==> src/rtl/cla_serial_seq.sv <==
// cla_serial_seq: WIDTH-bit add/sub built by iterating one 4-bit carry-lookahead slice, LS nibble first.
module cla_serial_seq #(
    parameter int WIDTH = 16
) (
    input  logic             clk,
    input  logic             rst,
    input  logic             start,
    input  logic             sub,
    input  logic             cin,
    input  logic [WIDTH-1:0] a,
    input  logic [WIDTH-1:0] b,
    output logic             busy,
    output logic             done,
    output logic [WIDTH-1:0] sum,
    output logic             cout,
    output logic             ovf
);
    localparam int NSLICE = WIDTH / 4;
    localparam int IW = (NSLICE > 1) ? $clog2(NSLICE) : 1;
    localparam logic [IW-1:0] LAST = IW'(NSLICE - 1);

    typedef enum logic [1:0] {IDLE, RUN, DONE} state_t;

    state_t           state_q, state_d;
    logic [IW-1:0]    idx_q, idx_d;
    logic             carry_q, carry_d;
    logic [WIDTH-1:0] a_q, a_d, b_q, b_d, sum_q, sum_d;
    logic             cout_q, cout_d, ovf_q, ovf_d;
    logic [IW+1:0]    sh;
    logic [3:0]       an, bn, p, g, c, ns;

    always_comb begin
        sh = {idx_q, 2'b00};
        an = a_q[sh +: 4];
        bn = b_q[sh +: 4];
        p  = an ^ bn;
        g  = an & bn;
        // Fully expanded lookahead: every carry depends only on g/p and the incoming carry.
        c[0] = g[0] | (p[0] & carry_q);
        c[1] = g[1] | (p[1] & g[0]) | (p[1] & p[0] & carry_q);
        c[2] = g[2] | (p[2] & g[1]) | (p[2] & p[1] & g[0]) | (p[2] & p[1] & p[0] & carry_q);
        c[3] = g[3] | (p[3] & g[2]) | (p[3] & p[2] & g[1]) | (p[3] & p[2] & p[1] & g[0])
             | (p[3] & p[2] & p[1] & p[0] & carry_q);
        ns = p ^ {c[2:0], carry_q};
        state_d = state_q;
        idx_d   = idx_q;
        carry_d = carry_q;
        a_d     = a_q;
        b_d     = b_q;
        sum_d   = sum_q;
        cout_d  = cout_q;
        ovf_d   = ovf_q;
        if (state_q == RUN) begin
            sum_d[sh +: 4] = ns;
            carry_d = c[3];
            if (idx_q == LAST) begin
                state_d = DONE;
                cout_d  = c[3];
                ovf_d   = c[3] ^ c[2];
            end else begin
                idx_d = idx_q + IW'(1);
            end
        end else if (start) begin
            state_d = RUN;
            a_d     = a;
            b_d     = sub ? ~b : b;
            carry_d = sub | cin;
            idx_d   = '0;
            sum_d   = '0;
            cout_d  = 1'b0;
            ovf_d   = 1'b0;
        end else begin
            state_d = IDLE;
        end
    end

    always_ff @(posedge clk or posedge rst) begin
        if (rst) begin
            state_q <= IDLE;
            idx_q   <= '0;
            carry_q <= 1'b0;
            a_q     <= '0;
            b_q     <= '0;
            sum_q   <= '0;
            cout_q  <= 1'b0;
            ovf_q   <= 1'b0;
        end else begin
            state_q <= state_d;
            idx_q   <= idx_d;
            carry_q <= carry_d;
            a_q     <= a_d;
            b_q     <= b_d;
            sum_q   <= sum_d;
            cout_q  <= cout_d;
            ovf_q   <= ovf_d;
        end
    end

    assign busy = (state_q == RUN);
    assign done = (state_q == DONE);
    assign sum  = sum_q;
    assign cout = cout_q;
    assign ovf  = ovf_q;
endmodule

==> config.mk <==
export PLATFORM = sky130hd
export DESIGN_NAME = cla_serial_seq
export DESIGN_NICKNAME = d
export VERILOG_FILES = /design/src/rtl/cla_serial_seq.sv
export SDC_FILE = /design/constraint.sdc
export NUM_CORES = 1
export LEC_CHECK = 0
export CAP_MARGIN = 20
export CELL_PAD_IN_SITES_DETAIL_PLACEMENT = 0
export CELL_PAD_IN_SITES_GLOBAL_PLACEMENT = 1
export CORE_MARGIN = 2
export CORE_UTILIZATION = 36
export CTS_CLUSTER_DIAMETER = 30
export DETAILED_ROUTE_END_ITERATION = 7
export PLACE_DENSITY_LB_ADDON = 0.05
export SKIP_LAST_GASP = 1
export SLEW_MARGIN = 20
export SYNTH_ARGS = -nofsm -noshare
export SYNTH_HDL_FRONTEND = slang
export SYNTH_SLANG_ARGS = --single-unit
==> constraint.sdc <==
create_clock -name clk -period 2.4 [get_ports clk]
set_input_delay 0.48 -clock clk [delete_from_list [all_inputs] [get_ports clk]]
set_output_delay 0.48 -clock clk [all_outputs]
set_load 0.02 [all_outputs]
# ---- Yosys cells after proc, flatten, opt, wreduce, memory -nomap -nowiden
# Cells that the tools add are included.
# Widths: inputs -> output; s select.
dict set report classes {
  add_sub_neg 2
  multipliers 0
  div 0
  n_lt_le_gt_ge 0
  n_eq_ne 5
  n_shift 4
  muxes 17
  n_bitwise 33
  reduce_logical 4
}
# cell count
set op_table {}
lappend op_table {{$mux 16} 3}
lappend op_table {{$shiftx 16x5->4} 2}
lappend op_table {{$and 1x1->1} 16}
lappend op_table {{$bwmux 16} 1}
lappend op_table {{$not 16->16} 1}
lappend op_table {{$shift 4x6->16 const A} 1}
lappend op_table {{$shiftx 4x6->16} 1}
lappend op_table {{$or 1x1->1} 11}
lappend op_table {{$mux 2} 5}
lappend op_table {{$mux 1} 8}
lappend op_table {{$xor 4x4->4} 2}
lappend op_table {{$neg 4->6} 1}
lappend op_table {{$reduce_and 2->1} 3}
lappend op_table {{$and 4x4->4} 1}
lappend op_table {{$eq 2x2->1 const B} 2}
lappend op_table {{$add 2x1->2 const B} 1}
lappend op_table {{$eq 2x1->1 const B} 1}
lappend op_table {{$ne 2x1->1 const B} 1}
lappend op_table {{$ne 2x2->1 const B} 1}
lappend op_table {{$reduce_bool 2->1} 1}
lappend op_table {{$not 1->1} 1}
lappend op_table {{$xor 1x1->1} 1}
dict set report totals {
  regBits 55
  latch_bits 0
  mem_bits_rw 0
  mem_bits_ro 0
  in_bits 37
  output_inout_bits 20
  word_cells 73
  mem_count 0
}

# ---- Longest topological paths before layout
# Gate-level depths: netlist of run 1.
dict set report depth {
  word_depth 10
  depth_mapped 7
  ltp_nobuf 6
}

# ---- Worst setup path before layout of run 1
# No wires, ideal clock.
dict set report synth_path {
  kind {reg-to-reg}
  from {register idx_q[0]}
  to {register sum_q[11] (netlist: sum[11])}
  setup_ns 0.121
  t_arrival_ns 2.203
  required_time_ns 2.279
  path_slack_ns 0.076
  path_stages_with_launch 8
  path_buffers 1
  synth_period_minus_slack_ns 2.324
  path_cell_list {dfrtp_1 buf_6 mux4_2 ha_1 a211oi_1 o21bai_2 xor2_1 a22o_1}
}
dict set report synth_between {
  elab_chain_cells 10
}
# item line_no
set synth_lines {}
lappend synth_lines {{from (decl)} 25} ;# logic [IW-1:0] idx_q, idx_d;
lappend synth_lines {{from (signal assigned)} 89} ;# idx_q <= idx_d;
lappend synth_lines {{$shiftx 16x5->4, on equally long branches} {34, 35}}
lappend synth_lines {{$xor 4x4->4 / $and 4x4->4 (equally long branches)} {36, 37}}
lappend synth_lines {{$and 1x1->1} 41} ;# c[2] = g[2] | (p[2] & g[1]) | (p[2] & p[1] & g[0]) | (p[2] & p[1] & p[0] & carry_q);
lappend synth_lines {{$or 1x1->1 / $and 1x1->1 (equally long branches) (2 in a row)} 41}
lappend synth_lines {{$or 1x1->1} 41}
lappend synth_lines {{$xor 4x4->4} 44} ;# ns = p ^ {c[2:0], carry_q};
lappend synth_lines {{$shiftx 4x6->16} 54} ;# sum_d[sh +: 4] = ns;
lappend synth_lines {{$bwmux 16 *} 54}
lappend synth_lines {{$mux 16 *} 53} ;# if (state_q == RUN) begin
lappend synth_lines {{to (signal assigned)} 93} ;# sum_q <= sum_d;
lappend synth_lines {{to (decl)} 27} ;# logic [WIDTH-1:0] a_q, a_d, b_q, b_d, sum_q, sum_d;
# Every way passes the cells marked *; elsewhere a longest branch is shown, timed or not.
# A chain may end at the register's enable or synchronous reset.

# ---- Worst setup path after layout of run 1
dict set report layout_path {
  from {register idx_q[0]}
  to {register sum_q[9] (netlist: sum[9])}
}
# The elaborated chain is that of the path after synthesis.

==> out/qor.yml, run 1 <==
synth_top_area_cell: "dfrtp_1"
grt_max_degree: 49
r2r_cells: 5
drc: 0
area_delta_synth_final_pct: 30.7
antenna_left: 0
maxSlewHeadroom_pct: 65.6
timing.hold.ws_ps: 481
critPathLaunch: "idx_q[0]$_DFFE_PP0P_"
grt_pass1_vias: 1908
maxSlewViolCount: 0
synth.distinct_cells: 34
port_buffers: 56
drive_gt1_share_pct: 14.2
syn_nets: 284
cts_tree: "yes"
crit_type: "flip-flop to flip-flop"
cts_max_level: 2
first_pass_iters: 4
synthTopCellsByArea: "dfrtp_1 (51%), nand2_1 (9.4%), mux4_2 (6.7%)"
synth_edf_count: 0
place_congestion: 0.802
cp_slowest_cell: "mux4_2"
grt_usage_pct: 14.6
synth_area_um2: 2680
skew_ps: 5.08
clock_latency_ps: 300
netlist_instances: 237
synth_common_cells: "nand2_1 (67), dfrtp_1 (55), o21ai_0 (19)"
synth_top_area_share_pct: 51.4
cts_made_buffers: 5
worstReg2RegStart: "idx_q[0]$_DFFE_PP0P_"
fin_nets: 348
hold_violations: 0
r2r_end: "sum[9]$_DFFE_PP0P_"
grt_pass1_wl_mm: 9.69
regToRegSetupSlack_ps: 120
clock_sinks: 55
antennaDiodeCount: 0
tightest_slew_ps: 515
fillers: 699
overflow: 0
clk_path_buf_depth: 2
drv_cap: 0
postSynth.asyncResetShare_pct: 100
dr_total_vias: 1907
multi_input_area_um2: 1220
required_ps: 2640
arrival_ps: 2520
synthFlopType: "dfrtp_1"
min_period_over_period_pct: 95.1
wl_per_cell_um: 13.7
drt_iter0_drc: 59
crit_end: "sum[9]$_DFFE_PP0P_"
regArea_um2: 1380
power_mw: 4.99
clock.fmax_mhz: 438
rows: 31
period_needed_ps: 2280
ios: 57
end_kind: "flip-flop"
hp-class: "flip-flop to flip-flop"
dp_hpwl_mm: 4.22
vias_per_cell: 4.76
crit_chain: "mux4_2, buf_4, fa_1, xor2_1, a22o_1"
routed_wl_mm: 5.51
p_leak_nw: 1.58
dieHeight_um: 90.3
ctsHoldBuffers: 0
cp_max_fo: 6
synth_most_common_cell: "nand2_1"
clock-root-buffer: "clkbuf_8"
slowest_delay_ps: 550
die_area_um2: 8150
ir_drop_mv: 0.522
start_util_pct: 37.1
ys_warn_count: 0
antenna_found_initial: 0
coreArea_um2: 7210
power_density_nw_per_um2: 1420
cp-start-kind: "flip-flop"
ys_ff_latch: 55
status: "complete, no violations"
die_w_um: 90.3
synth.avg_cell_area_um2: 11.3
clkTransAtPathRegs_ps: 100
synth_seq_area_share_pct: 51.4
setup_viol: 0
cell families (layout without fill, tap and decap cells):
group	Yosys count	after routing	synth area share [%]
AO/OA/AOI/OAI	48	48	12.5
flip-flops	55	55	51.4
multiplexers	9	9	7.10
buffers and inverters	17	82	3.60
adder cells (fa/ha/maj)	10	10	4.95
XOR/XNOR	19	19	6.21
AND/OR/NAND/NOR	79	79	14.2
registers in the layout, indices dropped and copies added, names as in the netlist:
signal and flops:
a_q 16, b_q 16, sum 16, idx_q 2
state_q 2, carry_q 1, cout 1, ovf 1
critical path: cells and delay by family (launching register included):
kind,cells,cell delay [ps]
buf+inv,1,160
fa+ha+maj,1,410
mux,1,550
compound gates,1,200
xor+xnor,1,440
flops,1,460
cells in the final DEF (no fill, tap or decap), drive strengths merged:
cell type      count
a211oi             1
a21o               1
a21oi              5
a22o              16
and2               1
and2b              1
buf               12
clkbuf             8
clkdlybuf4s50     56
dfrtp             55
fa                 1
ha                 9
inv                6
mux2i              1
mux4               8
nand2             68
nand2b             1
nand3b             1
nor2               3
nor3b              1
nor4               1
nor4b              2
o211ai             1
o21ai             19
o21bai             1
o22ai              2
o2bb2ai            2
xnor2             17
xor2               2
cell type report:
type	count	share of cell area (%)
clock buffer	8	2.86
inverter	6	0.858
multi-input combinational	165	34.8
sequential	55	39.3
tap	99	3.54
timing repair buffer	68	18.6
power breakdown:
| group | total [mW] | internal [mW] | leakage (nW) | switching, mW |
|---|---|---|---|---|
| combinational | 2.83 | 1.29 | 0.817 | 1.55 |
| clock | 0.554 | 0.264 | 0.0515 | 0.290 |
| sequential | 1.60 | 1.33 | 0.707 | 0.271 |
| total | 4.99 | 2.88 | 1.58 | 2.11 |
metal layers:
| metal | vias to the layer above | GRT usage [%] | routed length (um) |
|---|---|---|---|
| met5 | - | 0 | 0 |
| met4 | 0 | 3.08 | 33 |
| met3 | 5 | 3.17 | 211 |
| met2 | 39 | 23.2 | 2500 |
| met1 | 918 | 20.6 | 2770 |
| li1 | 945 | - | - |
through the flow:
stage                     cell area (um^2)  setup slack (ps)  util [%]  TNS (ps)  cells
after floorplan                       2680              75.6         -         0    237
final                                 3500               119      48.5         0    401
after detailed placement              3380              -115      46.8      -432    392
after global routing                  3500             -2.28      48.5     -2.28    401
after global placement                3380             -38.9      46.8      -152    392
after CTS                             3490              41.8      48.4         0    400
worst min path at each step:
stage | startpoint | to | slack, ps | cells past startpoint
after floorplan | a_q[10]$_DFFE_PP0P_ | a_q[10]$_DFFE_PP0P_ | 440 | 2
after global placement | a_q[10]$_DFFE_PP0P_ | a_q[10]$_DFFE_PP0P_ | 460 | 2
after detailed placement | a_q[4]$_DFFE_PP0P_ | a_q[4]$_DFFE_PP0P_ | 460 | 2
after CTS | a_q[4]$_DFFE_PP0P_ | a_q[4]$_DFFE_PP0P_ | 490 | 2
after global routing | a_q[12]$_DFFE_PP0P_ | a_q[12]$_DFFE_PP0P_ | 520 | 2
final | b_q[14]$_DFFE_PP0P_ | b_q[14]$_DFFE_PP0P_ | 480 | 2
what timing repair did:
action / 4_1_cts / 5_1_grt
endpoints found under the setup margin: 9 / 7
resized for setup: 2 / 2
setup buffers: 0 / 1
No activity file was read; power rests on OpenSTA's default activity.
==> run 2, diff against run 1 <==
--- a/config.mk
+++ b/config.mk
@@ -5,7 +5,6 @@
 export SDC_FILE = /design/constraint.sdc
 export NUM_CORES = 1
 export LEC_CHECK = 0
-export CAP_MARGIN = 20
 export CELL_PAD_IN_SITES_DETAIL_PLACEMENT = 0
 export CELL_PAD_IN_SITES_GLOBAL_PLACEMENT = 1
 export CORE_MARGIN = 2
==> results of run 2 <==
Final layout, timing and power as in run 1 (identical DEF).
